**config.mk**
```make
export PLATFORM = sky130hd
export DESIGN_NAME = pipeline_stall_ctrl
export DESIGN_NICKNAME = d
export VERILOG_FILES = /design/src/rtl/pipeline_stall_ctrl.sv
export SDC_FILE = /design/constraint.sdc
export NUM_CORES = 1
export LEC_CHECK = 0
export ABC_AREA = 1
export CAP_MARGIN = 20
export CORE_MARGIN = 2
export CORE_UTILIZATION = 46
export DETAILED_ROUTE_END_ITERATION = 16
export GPL_TIMING_DRIVEN = 0
export PLACE_DENSITY = 0.75
export SLEW_MARGIN = 5
export SYNTH_ARGS = -nofsm -noshare
export SYNTH_HDL_FRONTEND = slang
export SYNTH_SLANG_ARGS = --single-unit
```
**constraint.sdc**
```tcl
create_clock -name clk_i -period 2 [get_ports clk_i]
set_clock_uncertainty 0.15 [all_clocks]
set_input_delay 0.4 -clock clk_i [delete_from_list [all_inputs] [get_ports clk_i]]
set_output_delay 0.4 -clock clk_i [all_outputs]
set_load 0.1 [all_outputs]
```
**src/rtl/pipeline_stall_ctrl.sv**
```systemverilog
// pipeline_stall_ctrl
//   Central stall/flush scheduler for the 5-stage pipeline. It arbitrates
//   load-use hazards, taken-branch redirects resolved in ID, and multi-cycle
//   data-memory accesses. It also owns the dmem start/ack handshake and a
//   timeout watchdog.
//
//   Optional macro STALL_PERF_CNT_EN adds three saturating 32-bit perf counters.
//
// Ports
//   clk_i, rst_i       clock, synchronous active-high reset
//   hazard_stall_i     load-use stall request
//   branch_taken_i     taken branch/jump in ID
//   dmem_req_i         valid load/store in EX/MEM
//   dmem_ack_i         data memory finished the access
//   dmem_start_o       one-cycle launch pulse
//   *_stall_o/*_flush_o per-stage hold / bubble controls
//   busy_o             FSM in WAIT
//   timeout_o          sticky watchdog error
//   perf_*_o           (STALL_PERF_CNT_EN only) mem-freeze, hazard, flush cycles
//
// state | meaning
// RUN   | normal flow; hazards/branches handled, a dmem request launches access
// WAIT  | access in flight; full freeze until ack or watchdog expiry
module pipeline_stall_ctrl #(
  parameter int unsigned TIMEOUT = 255,
  parameter int unsigned CNT_W   = 8
) (
  input  logic        clk_i,
  input  logic        rst_i,
  input  logic        hazard_stall_i,
  input  logic        branch_taken_i,
  input  logic        dmem_req_i,
  input  logic        dmem_ack_i,
  output logic        dmem_start_o,
  output logic        PC_stall_o,
  output logic        IFID_stall_o,
  output logic        IFID_flush_o,
  output logic        IDEX_stall_o,
  output logic        IDEX_flush_o,
  output logic        EXMEM_stall_o,
  output logic        MEMWB_flush_o,
  output logic        busy_o,
`ifdef STALL_PERF_CNT_EN
  output logic [31:0] perf_mem_o,
  output logic [31:0] perf_hazard_o,
  output logic [31:0] perf_flush_o,
`endif
  output logic        timeout_o
);

  typedef enum logic {ST_RUN, ST_WAIT} state_t;

  localparam logic [CNT_W-1:0] TMO_LAST = CNT_W'(TIMEOUT - 1);

  state_t           state_q, state_d;
  logic [CNT_W-1:0] wait_cnt_q, wait_cnt_d;
  logic             timeout_q, timeout_d;

  logic freeze;
  logic start;
  logic hz_stall;
  logic br_flush;
  logic out_en;

  always_comb begin
    state_d    = state_q;
    wait_cnt_d = wait_cnt_q;
    timeout_d  = timeout_q;
    freeze     = 1'b0;
    start      = 1'b0;
    hz_stall   = 1'b0;
    br_flush   = 1'b0;
    case (state_q)
      ST_RUN: begin
        // A memory request overrides hazard and branch handling entirely.
        if (dmem_req_i) begin
          start      = 1'b1;
          freeze     = 1'b1;
          state_d    = ST_WAIT;
          wait_cnt_d = '0;
        end else if (hazard_stall_i) begin
          hz_stall = 1'b1;
        end else if (branch_taken_i) begin
          br_flush = 1'b1;
        end
      end
      ST_WAIT: begin
        // An ack wins over a coincident watchdog expiry.
        if (dmem_ack_i) begin
          state_d    = ST_RUN;
          wait_cnt_d = '0;
        end else if (wait_cnt_q == TMO_LAST) begin
          timeout_d  = 1'b1;
          state_d    = ST_RUN;
          wait_cnt_d = '0;
        end else begin
          freeze     = 1'b1;
          wait_cnt_d = wait_cnt_q + 1'b1;
        end
      end
      default: state_d = ST_RUN;
    endcase
  end

  // All outputs are held low while reset is asserted, even mid-WAIT.
  assign out_en        = ~rst_i;
  assign dmem_start_o  = out_en & start;
  assign PC_stall_o    = out_en & (freeze | hz_stall);
  assign IFID_stall_o  = out_en & (freeze | hz_stall);
  assign IFID_flush_o  = out_en & br_flush;
  assign IDEX_stall_o  = out_en & freeze;
  assign IDEX_flush_o  = out_en & hz_stall;
  assign EXMEM_stall_o = out_en & freeze;
  assign MEMWB_flush_o = out_en & freeze;
  assign busy_o        = out_en & (state_q == ST_WAIT);
  assign timeout_o     = out_en & timeout_q;

  always_ff @(posedge clk_i) begin
    if (rst_i) begin
      state_q    <= ST_RUN;
      wait_cnt_q <= '0;
      timeout_q  <= 1'b0;
    end else begin
      state_q    <= state_d;
      wait_cnt_q <= wait_cnt_d;
      timeout_q  <= timeout_d;
    end
  end

`ifdef STALL_PERF_CNT_EN
  logic [31:0] perf_mem_q, perf_mem_d;
  logic [31:0] perf_hazard_q, perf_hazard_d;
  logic [31:0] perf_flush_q, perf_flush_d;

  function automatic logic [31:0] sat_inc(input logic [31:0] v, input logic en);
    sat_inc = (en && v != 32'hFFFF_FFFF) ? v + 32'd1 : v;
  endfunction

  always_comb begin
    perf_mem_d    = sat_inc(perf_mem_q, freeze);
    perf_hazard_d = sat_inc(perf_hazard_q, hz_stall);
    perf_flush_d  = sat_inc(perf_flush_q, br_flush);
  end

  always_ff @(posedge clk_i) begin
    if (rst_i) begin
      perf_mem_q    <= '0;
      perf_hazard_q <= '0;
      perf_flush_q  <= '0;
    end else begin
      perf_mem_q    <= perf_mem_d;
      perf_hazard_q <= perf_hazard_d;
      perf_flush_q  <= perf_flush_d;
    end
  end

  assign perf_mem_o    = perf_mem_q;
  assign perf_hazard_o = perf_hazard_q;
  assign perf_flush_o  = perf_flush_q;
`endif

endmodule

```
======== Word level (Yosys, flattened, before mapping) ========
Cells that the tools add are included.
word-level totals
  register bits after elaboration ......... 10
operators by class
  $add $sub $neg .......................... 1
  equal/unequal tests ..................... 2
  muxes and demuxes ....................... 16
  bitwise gates (word level) .............. 11
  reductions and logical operators ........ 1
operators with widths
  kind                   count
  $mux W8                3
  $pmux W8 S2            1
  $mux W1                11
  $add A8 B1 Y8 const B  1
  $eq A8 B8 Y1 const B   1
  $and A1 B1 Y1          7
  $not A1 Y1             3
  $reduce_and A3 Y1      1
  $ne A2 B2 Y1 const B   1
  $pmux W1 S2            1
  $or A1 B1 Y1           1

======== Logic depth before layout (Yosys ltp) ========
Gate-level depths: netlist of run 1.
  depth after elaboration ................. 6
  depth in mapped cells ................... 9

======== Worst setup path after synthesis of run 1 ========
No wires, ideal clock.
  kind .................................... input port to output port
  start ................................... input rst_i
  end ..................................... output IDEX_stall_o
  arrival time ............................ 3.354 ns
  required time ........................... 1.450 ns
  slack ................................... -1.904 ns
  cell stages on the path ................. 3
  buffers on the path ..................... 2
  cells stage by stage .................... buf_4 > o21ai_0 > buf_4
on the way
  cells in the longest elaborated chain, start to end .. 2
ends and longest elaborated chain
  item           RTL line  source
  from (decl)    29        input logic rst_i,
  $not A1 Y1     106       assign out_en = ~rst_i;
  $and A1 B1 Y1  -
  to (decl)      38        output logic IDEX_stall_o,
Every way passes these cells.

======== Worst setup path after layout of run 1 ========
  start ................................... register wait_cnt_q[0]
  end ..................................... output PC_stall_o
on the way
  cells in the longest elaborated chain, start to end .. 6
ends and longest elaborated chain
  item                    RTL line  source
  from (decl)             56        logic [CNT_W-1:0] wait_cnt_q, wait_cnt_d;
  from (signal assigned)  125       wait_cnt_q <= wait_cnt_d;
  $eq A8 B8 Y1            92        end else if (wait_cnt_q == TMO_LAST) begin
  $mux W1                 92
  $mux W1                 89        if (dmem_ack_i) begin
  $pmux W1 S2             73        case (state_q)
  $or A1 B1 Y1            108       assign PC_stall_o = out_en & (freeze | hz_stall);
  $and A1 B1 Y1           108
  to (decl)               35        output logic PC_stall_o,
Every way passes these cells.

==> results of run 1 <==
==> state kept, by name, indices dropped and copies added, names as in the netlist <==
name	count
wait_cnt_q	8
state_q	1
timeout_q	1
==> metal layers <==
metal | wire length [um] | global-route usage (%) | vias to the layer above
met3 | 60 | 7.979 | 4
met1 | 641 | 25.08 | 284
met5 | 0 | 0 | -
met2 | 807 | 33.59 | 15
met4 | 18 | 4.839 | 0
li1 | - | - | 322
==> Yosys cell counts <==
library cell  number
inv_1             13
a31o_2             1
nand4_1            1
o21ai_0            2
o21ai_2            1
xor2_1             1
o221ai_1           1
buf_4              4
nor2_1            12
nor3_4             1
xnor2_1            1
dfxtp_1           10
nor2_2             6
nand3_1            6
nand2_1           13
ha_1               2
inv_4              1
nor3_1             1
a21oi_1            3
nor2_4             2
nand2_2            2
nand2_4            3
inv_2              1
==> power by group <==
part           internal, mW  leakage [nW]  switching, mW  total, mW
logic                0.0931         0.338          0.161      0.254
registers             0.204        0.0832        0.00408      0.208
clock network         0.111        0.0210         0.0679      0.178
total                 0.408         0.442          0.233      0.641
==> worst min path at each step <==
stage	end	slack, ns	depth (start not counted)
floorplan	wait_cnt_q[7]	0.32	2
global placement	wait_cnt_q[7]	0.34	2
detailed placement	wait_cnt_q[7]	0.36	2
CTS	state_q	0.27	2
global route	state_q	0.30	2
finish	state_q	0.27	2
==> cells by family (layout without fill, tap and decap cells) <==
| kind of cell | after synthesis | count (layout) | share of synthesized area (%) |
|---|---|---|---|
| adders and majority gates | 2 | 2 | 3.906 |
| AOI/OAI and AO/OA | 8 | 8 | 8.008 |
| and+or+nand+nor | 47 | 47 | 40.23 |
| DFF | 10 | 10 | 31.25 |
| buffers and inverters | 19 | 43 | 13.87 |
| xor gates and xnor gates | 2 | 2 | 2.735 |
==> what timing repair did <==
action,4_1_cts,5_1_grt
resized for setup,80,7
setup buffers,5,1
setup endpoints to repair,10,6
pin swaps,7,1
==> final cells by class <==
class / count / area (sq um)
Buffer: 4 / 62.56
Clock buffer: 4 / 36.28
Fill cell: 86 / 250.2
Inverter: 15 / 58.81
Multi-Input combinational cell: 59 / 435.4
Sequential cell: 10 / 206.4
Tap cell: 15 / 18.77
Timing Repair Buffer: 20 / 232.7
==> per-stage QoR <==
| step | setup TNS, ns | instances | worst slack, ns | area (sq um) | hold WS (ns) |
|---|---|---|---|---|---|
| 2_1_floorplan | -0.3262 | 88 | -0.1932 | 723.2 | 0.3243 |
| 5_1_grt | -0.5647 | 127 | -0.1968 | 1051 | 0.3024 |
| 3_3_place_gp | -9.279 | 117 | -1.280 | 882.1 | 0.3444 |
| 4_1_cts | -0.2087 | 126 | -0.1218 | 1023 | 0.2731 |
| 3_5_place_dp | -9.396 | 117 | -1.311 | 882.1 | 0.3612 |
| 6_report | -0.2289 | 127 | -0.1179 | 1051 | 0.2678 |
==> worst max-delay path: cells and delay by family, from the launching register on <==
kind,cells,cell delay [ns]
adder cells (fa/ha/maj),1,0.13
flip-flops,1,0.32
AO/OA/AOI/OAI,1,0.14
buffers and inverters,3,0.37
AND/OR/NAND/NOR,4,0.32
==> reports/qor.csv, run 1 <==
metric;value;unit
final setup vio count;4;
failing checks;setup timing;
Synth Register Bits;10;
Final period util;105.9;%
Reg-to-Reg Start;wait_cnt_q[0];
commonest non-fill, non-tap cell in the layout;nand2_1;
CTS Buffer Depth;2;
Max Cap Viol;0;
TritonCTS buffer count;3;
vias per cell;4.921;
worst r2r path cells;10;
Post-CTS Hold Buffers;0;
flop-to-flop setup slack;0.56;ns
CTS tree;yes;
Overall Power;0.6411;mW
DR vias;625;
row cnt;13;
largest net degree at the start of global routing;9;
initial antenna violation count;0;
final design utilization;80.77;%
Ant. Diodes;0;
Slew HR;63.61;%
Worst IR Drop VDD;0.3774;mV
Synth area leader;dfxtp_1;
CP max stage delay;0.32;ns
Root Driver;clkbuf_4;
sequential area share after synthesis;31.25;%
DIE AREA;1707;sq um
clock transition at the registers of the reported paths;0.06;ns
Synth Net Count;96;
Post-DP HPWL;966.1;um
worst path arrival time;1.57;ns
Leak;0.4423;nW
Iter 0 DRT Violations;20;
final net count;121;
crit path from;wait_cnt_q[0];
vias in the first global route;499;
hold_sp;rst_i;
Initial Utilization;49.23;%
number of I/O pins;16;
synthesis warning total;0;
critical path cell sequence;inv_2 > ha_4 > nand2_4 > nor2_4 > nand2_2 > nand2_4 > o221ai_4 > buf_12 > buf_12;
Setup WS post-layout;-0.1179;ns
status;finished with violations;
DR DRC count;0;
Antenna Nets Post-Route;0;
H-tree Lvls;1;
commonest non-fill, non-tap cells in the layout;10 x nand2_1, 9 x inv_1, 9 x nor2_2;
Synth Instances;88;
Area growth syn-to-layout;64.06;%
max-slew violations;0;
synthesized area;640.6;sq um
Worst setup endpoint;PC_stall_o;
Global Route Usage Sum;20.47;%
share of cells above drive strength 1;56.25;%
Distinct cells, synth;23;
Placer Congestion;0.7269;
CP Class;flip-flop to primary output;
Worst-Margin Slew;0.5484;ns
share of the synthesized area in the top cell type;31.25;%
WL/cell;12.02;um
WP data required;1.45;ns
min Tclk post-route;2.118;ns
Detailed Route WL;1.527;mm
Crit. End Element;primary output;
height of the die;41.32;um
Clock Sinks;10;
Mapped Avg Cell Area;7.280;sq um
Hold Crit Class;input pin to flip-flop;
Crit-path slowest cell;dfxtp_2;
DRT Pass-1 Iters;4;
Critical Path Start Type;flip-flop;
grt total ovfl;0;
Die W;41.32;um
power per standard cell area;610.0;nW/um^2
global-route wire length before repair;2.187;mm
Core ar.;1301;sq um
worst skew pair latency;0.27;ns
r2r endpoint;wait_cnt_q[2];
Crit Path Max Fanout;3;
final hold vios;0;
RSZ-0062 raised after global routing;yes;
Buffers on Ports;14;
Synth area leaders;dfxtp_1 31%, inv_1 7.6%, nand2_1 7.6%, nor2_1 7.0%, nor2_2 5.9%;
fmax;0.4722;GHz
Note: power is estimated with default switching activity, not from simulation.
==> run 2, diff against run 1 <==
--- a/config.mk
+++ b/config.mk
@@ -7,11 +7,11 @@
 export LEC_CHECK = 0
 export ABC_AREA = 1
 export CAP_MARGIN = 20
-export CORE_MARGIN = 2
-export CORE_UTILIZATION = 46
+export CORE_AREA = 2 2 39 41
 export DETAILED_ROUTE_END_ITERATION = 16
+export DIE_AREA = 0 0 41 43
 export GPL_TIMING_DRIVEN = 0
-export PLACE_DENSITY = 0.75
+export PLACE_DENSITY_LB_ADDON = 0.08
 export SLEW_MARGIN = 5
 export SYNTH_ARGS = -nofsm -noshare
 export SYNTH_HDL_FRONTEND = slang
==> constraint.sdc (replaced) <==
create_clock -name clk_i -period 2.55 [get_ports clk_i]
set_clock_uncertainty 0.15 [all_clocks]
set_input_delay 0.51 -clock clk_i [delete_from_list [all_inputs] [get_ports clk_i]]
set_output_delay 0.51 -clock clk_i [all_outputs]
set_load 0.1 [all_outputs]
==> run 2 against run 1 <==
Against the previous run: the run now ends clean; design area is 21% lower; utilization is 21 points lower; worst setup slack better by 0.19 ns; first-iteration DRC count is 90% lower; cell count is 3.1% lower; via count is 7.7% lower; critical path depth is 3 lower; critical path type is now input pin to primary output.
==> reports/qor.csv, run 2 (same netlist as run 1, synthesis figures left out) <==
metric;value;unit;change
Worst IR Drop VDD;0.3078;mV;-18%
Post-CTS Hold Buffers;0;;unchanged
sequential power share;38.5;%;+6.0 points
final design utilization;59.95;%;-21 points
Clock Sinks;10;;unchanged
Iter 0 DRT Violations;2;;-90%
final hold vios;0;;unchanged
min Tclk post-route;2.473;ns;
Antenna Nets Post-Route;0;;unchanged
largest net degree at the start of global routing;9;;unchanged
WP buf/inv;3;;unchanged
row cnt;14;;+1
Buffers on Ports;14;;unchanged
Post-DP HPWL;913.6;um;-5.4%
height of the die;43;um;+4.1%
worst path arrival time;1.81;ns;+0.24 ns
Max Cap Viol;0;;unchanged
DR vias;577;;-7.7%
Overall Power;0.4237;mW;-34%
Final period util;96.98;%;
Core ar.;1384;sq um;+6.3%
Worst-Margin Slew;0.9564;ns;+0.4080 ns
RSZ-0062 raised after global routing;no;;
Initial Utilization;46.29;%;-2.9 points
TritonCTS buffer count;3;;unchanged
WL/cell;9.951;um;-17%
DIE AREA;1763;sq um;+3.3%
number of I/O pins;16;;unchanged
Detailed Route WL;1.224;mm;-20%
CTS Buffer Depth;2;;unchanged
Clock power frac;26.1;%;-1.7 points
Worst path most repeated cell;buf_4;;
commonest non-fill, non-tap cells in the layout;13 x inv_1, 13 x nand2_1, 12 x nor2_1;;
clock transition at the registers of the reported paths;0.06;ns;about the same
CP Class;input pin to primary output;;
final net count;117;;-3.3%
CP delay by family, top;buffers and inverters;;
WP data required;1.89;ns;+0.44 ns
CP max stage delay;0.44;ns;+0.12 ns
grt total ovfl;0;;unchanged
largest register by flop count;wait_cnt_q;;
Die W;41;um;-0.77%
Leak;0.3707;nW;-16%
Crit-path slowest cell;clkdlybuf4s50_1;;
Global Route Usage Sum;18.13;%;-2.3 points
fmax;0.4044;GHz;
Hold Crit Class;flip-flop to flip-flop;;
global-route wire length before repair;2.083;mm;-4.8%
Root Driver;clkbuf_4;;
Area growth syn-to-layout;29.49;%;
Logic pwr share;35.5;%;-4.2 points
critical path cell sequence;clkdlybuf4s50_1 > nor3_4 > nand2_4 > o21ai_2 > buf_4 > buf_4;;
initial antenna violation count;0;;unchanged
Critical Path Start Type;input pin;;
vias per cell;4.691;;-4.7%
vias in the first global route;526;;+5.4%
Ant. Diodes;0;;unchanged
H-tree Lvls;1;;unchanged
Sw Ratio;40.25;%;+3.9 points
max-slew violations;0;;unchanged
Crit Path Max Fanout;4;;+1
final setup vio count;0;;-4
Placer Congestion;0.7747;;+6.6%
share of cells above drive strength 1;34.58;%;-22 points
Switch Pwr;0.1706;mW;-27%
Power Internal;0.2532;mW;-38%
Largest register FFs;8;;unchanged
Slew HR;36.49;%;-27 points
worst skew pair latency;0.27;ns;about the same
status;completed;;
power per standard cell area;510.8;nW/um^2;-16%
DRT Pass-1 Iters;2;;-2
CTS tree;yes;;
DR DRC count;0;;unchanged
Crit. End Element;primary output;;
largest registers;wait_cnt_q (8), state_q (1), timeout_q (1);;
## run 2: cell types whose count changed in the layout (fill, tap and decap cells not counted), moves of 4 or more
cell and change:
inv_1 +4, inv_2 -4, dfxtp_2 -5, dfxtp_1 +5, nor2_1 +6, buf_12 -7
## run 2: final timing paths
path	from	endpoint	slack [ns]	depth (start not counted)
hold reg to reg	wait_cnt_q[7]	wait_cnt_q[7]	0.38	2
hold / removal	wait_cnt_q[7]	wait_cnt_q[7]	0.38	2
setup / recovery	dmem_ack_i	MEMWB_flush_o	0.08	6
setup reg to reg	wait_cnt_q[0]	wait_cnt_q[1]	1.12	9
## run 2: repair_timing
item	CTS	global route
pin swaps	0	1
buffers inserted	0	2
resized for setup	44	3
endpoints found under the setup margin	10	5
## run 2: final cells by class
cell class	count	area, sq um
fill	137	554.3
multi-input combinational	59	372.9
sequential	10	200.2
timing repair buffer	16	125.1
inverter	15	58.81
buffer	4	30.03
clock buffer	3	22.52
tap	16	20.02
## run 2: power by group through the flow
| stage | clock (mW) | combinational, mW | sequential, mW |
|---|---|---|---|
| 5_1_grt | 0.121 | 0.158 | 0.164 |
| 2_1_floorplan | 0 | 0.121 | 0.166 |
| 4_1_cts | 0.116 | 0.148 | 0.163 |
| 3_5_place_dp | 0 | 0.152 | 0.167 |
| 6_report | 0.110 | 0.150 | 0.163 |
| 3_3_place_gp | 0 | 0.151 | 0.167 |
## run 2: worst register-to-register path: cells and delay by family (launching register included)
kind / cells / cell delay [ns]
adder cells (fa/ha/maj): 1 / 0.15
buffers and inverters: 2 / 0.18
flip-flops: 1 / 0.34
AND/OR/NAND/NOR: 6 / 0.50
## run 2: stage by stage
| stage | setup TNS, ns | std cells | worst slack [ns] | instance area [sq um] | hold WS [ns] |
|---|---|---|---|---|---|
| floorplan | -0.7936 | 88 | -0.2129 | 661.9 | 0.3243 |
| global placement | -5.778 | 118 | -0.8451 | 822.0 | 0.3415 |
| detailed placement | -5.879 | 118 | -0.8491 | 822.0 | 0.3602 |
| CTS | -0.005907 | 121 | -0.005907 | 818.3 | 0.3774 |
| global route | 0 | 123 | 0.01553 | 829.5 | 0.3995 |
| finish | 0 | 123 | 0.07706 | 829.5 | 0.3781 |
## run 2: metal layers
layer	up-vias	wire length [um]	part of all wire [%]	track usage [%]
met5	-	0	0	0
met4	0	27	2.2	10.00
met3	4	59	4.8	7.853
met2	9	575	47	25.31
met1	253	562	46	22.40
li1	311	-	-	-
==> run 3, diff against run 2 <==
--- a/config.mk
+++ b/config.mk
@@ -7,9 +7,11 @@
 export LEC_CHECK = 0
 export ABC_AREA = 1
 export CAP_MARGIN = 20
-export CORE_AREA = 2 2 39 41
+export CELL_PAD_IN_SITES_DETAIL_PLACEMENT = 0
+export CELL_PAD_IN_SITES_GLOBAL_PLACEMENT = 1
+export CORE_MARGIN = 2
+export CORE_UTILIZATION = 30
 export DETAILED_ROUTE_END_ITERATION = 16
-export DIE_AREA = 0 0 41 43
 export GPL_TIMING_DRIVEN = 0
 export PLACE_DENSITY_LB_ADDON = 0.08
 export SLEW_MARGIN = 5
==> run 3 against run 2 <==
Against the previous run: via count decreased by 2.8%; utilization decreased by 17 points; register-to-register slack about the same; cell count increased by 8.9%; global-route usage decreased by 6.3 points; first-iteration DRC count increased to 3.0 times the previous value; count of clock-buffer cells in the layout increased by 1; worst setup slack improved by 0.018 ns; largest power group unchanged; hold slack got worse by 0.0013 ns; sequential cell count unchanged.
==> reports/qor.csv, run 3 (same netlist as run 1, synthesis figures left out) <==
metric;value;unit;change
status;completed;;
RSZ-0062 raised after global routing;no;;
Worst-Margin Slew;0.9544;ns;-0.002093 ns
Post-CTS Hold Buffers;0;;unchanged
max-slew violations;0;;unchanged
WL/cell;9.119;um;-8.4%
Ant. Diodes;0;;unchanged
DR vias;561;;-2.8%
Post-DP HPWL;981.2;um;+7.4%
area taken by multi-input logic gates;372.9;sq um;unchanged
Core ar.;1982;sq um;+43%
worst path arrival time;1.80;ns;about the same
Overall Power;0.4543;mW;+7.2%
Initial Utilization;32.32;%;-14 points
CTS tree;yes;;
DR DRC count;0;;unchanged
final net count;116;;-0.85%
Place WS;-0.8684;ns;-0.01930 ns
Worst IR Drop VDD;0.2651;mV;-14%
H-tree Lvls;1;;unchanged
TritonCTS buffer count;3;;unchanged
vias per cell;4.187;;-11%
DRT Pass-1 Iters;4;;+2
final design utilization;43.18;%;-17 points
min Tclk post-route;2.455;ns;-0.01762 ns
Crit. End Element;primary output;;
Global Route Usage Sum;11.82;%;-6.3 points
Die W;50.21;um;+22%
DIE AREA;2521;sq um;+43%
Crit Path Max Fanout;4;;unchanged
fmax;0.4073;GHz;+0.72%
CP Class;input pin to primary output;;
CTS Buffer Depth;2;;unchanged
row cnt;16;;+2
register area;200.2;sq um;unchanged
met3 Track Usage GR;2.381;%;-5.5 points
initial antenna violation count;0;;unchanged
number of I/O pins;16;;unchanged
Detailed Route WL;1.222;mm;-0.16%
Clock Sinks;10;;unchanged
Critical Path Start Type;input pin;;
largest register by flop count;wait_cnt_q;;
Antenna Nets Post-Route;0;;unchanged
Iter 0 DRT Violations;6;;+4
vias in the first global route;560;;+6.5%
largest net degree at the start of global routing;9;;unchanged
Area growth syn-to-layout;33.59;%;
Placer Congestion;0.6998;;-9.7%
grt total ovfl;0;;unchanged
commonest non-fill, non-tap cells in the layout;13 x inv_1, 13 x nand2_1, 12 x nor2_1;;
Reg-to-Reg Start;wait_cnt_q[0];;
Max Cap Viol;0;;unchanged
setup TNS;0;ns;unchanged
clock transition at the registers of the reported paths;0.06;ns;about the same
Leak;0.3740;nW;+0.87%
height of the die;50.21;um;+17%
Slew HR;36.63;%;+0.14 points
Final period util;96.29;%;-0.69 points
worst skew pair latency;0.27;ns;about the same
final setup vio count;0;;unchanged
GR peak layer;met2;;
Fill cells;211;;+54%
share of cells above drive strength 1;34.58;%;unchanged
WP data required;1.89;ns;about the same
power per standard cell area;530.9;nW/um^2;+3.9%
Buffers on Ports;14;;unchanged
Root Driver;clkbuf_4;;
Setup WS post-layout;0.09467;ns;+0.01762 ns
Hold Crit Class;flip-flop to flip-flop;;
hold_sp;wait_cnt_q[7];;
crit path from;dmem_ack_i;;
global-route wire length before repair;2.297;mm;+10%
Largest register FFs;8;;unchanged
met1 GRT Util;13.70;%;-8.7 points
final hold vios;0;;unchanged
met2 GRT Util;19.30;%;-6.0 points
largest registers;wait_cnt_q (8), state_q (1), timeout_q (1);;
## run 3: cell count changes in the layout (fill, tap and decap cells not counted), sizes merged
cell / previous run / this run
buf: 13 / 12
clkbuf: 4 / 5
## run 3: what timing repair did
action                     in CTS  in global routing
resized for setup              46                  3
pin swaps                       0                  1
buffers inserted                0                  1
setup endpoints to repair      10                  5
## run 3: final timing paths
kind,slack (ns),end,depth (start not counted)
max reg2reg,1.13,wait_cnt_q[4],9
max,0.09,MEMWB_flush_o,6
min,0.38,wait_cnt_q[7],2
min reg2reg,0.38,wait_cnt_q[7],2
## run 3: final cells by class
| cell class | instances | area share (%) |
|---|---|---|
| Multi-Input combinational cell | 59 | 43.57 |
| Clock buffer | 4 | 4.240 |
| Tap cell | 27 | 3.947 |
| Sequential cell | 10 | 23.39 |
| Buffer | 4 | 3.509 |
| Timing Repair Buffer | 15 | 14.47 |
| Inverter | 15 | 6.871 |
## run 3: routing by layer
layer	wire, um	vias up
met5	0	-
met4	29	0
met3	96	4
met2	543	17
met1	552	229
li1	-	311
## run 3: per-stage QoR
stage / hold WS (ns) / cells / cell area [sq um]
after floorplan: 0.3243 / 88 / 661.9
after global placement: 0.3455 / 129 / 835.8
after detailed placement: 0.3630 / 129 / 835.8
after CTS: 0.3776 / 133 / 847.1
after global routing: 0.4166 / 134 / 855.8
final: 0.3768 / 134 / 855.8
## run 3: worst max-delay path, stage by stage
cell,delay [ns]
clkdlybuf4s50_1,0.44
nor3_4,0.25
nand2_4,0.11
o21ai_2,0.08
buf_4,0.13
buf_4,0.27
## run 3: power by group
group          internal, mW  total (mW)  switching (mW)
clock                0.0868       0.141          0.0546
combinational        0.0388       0.150           0.111
sequential            0.160       0.163         0.00364
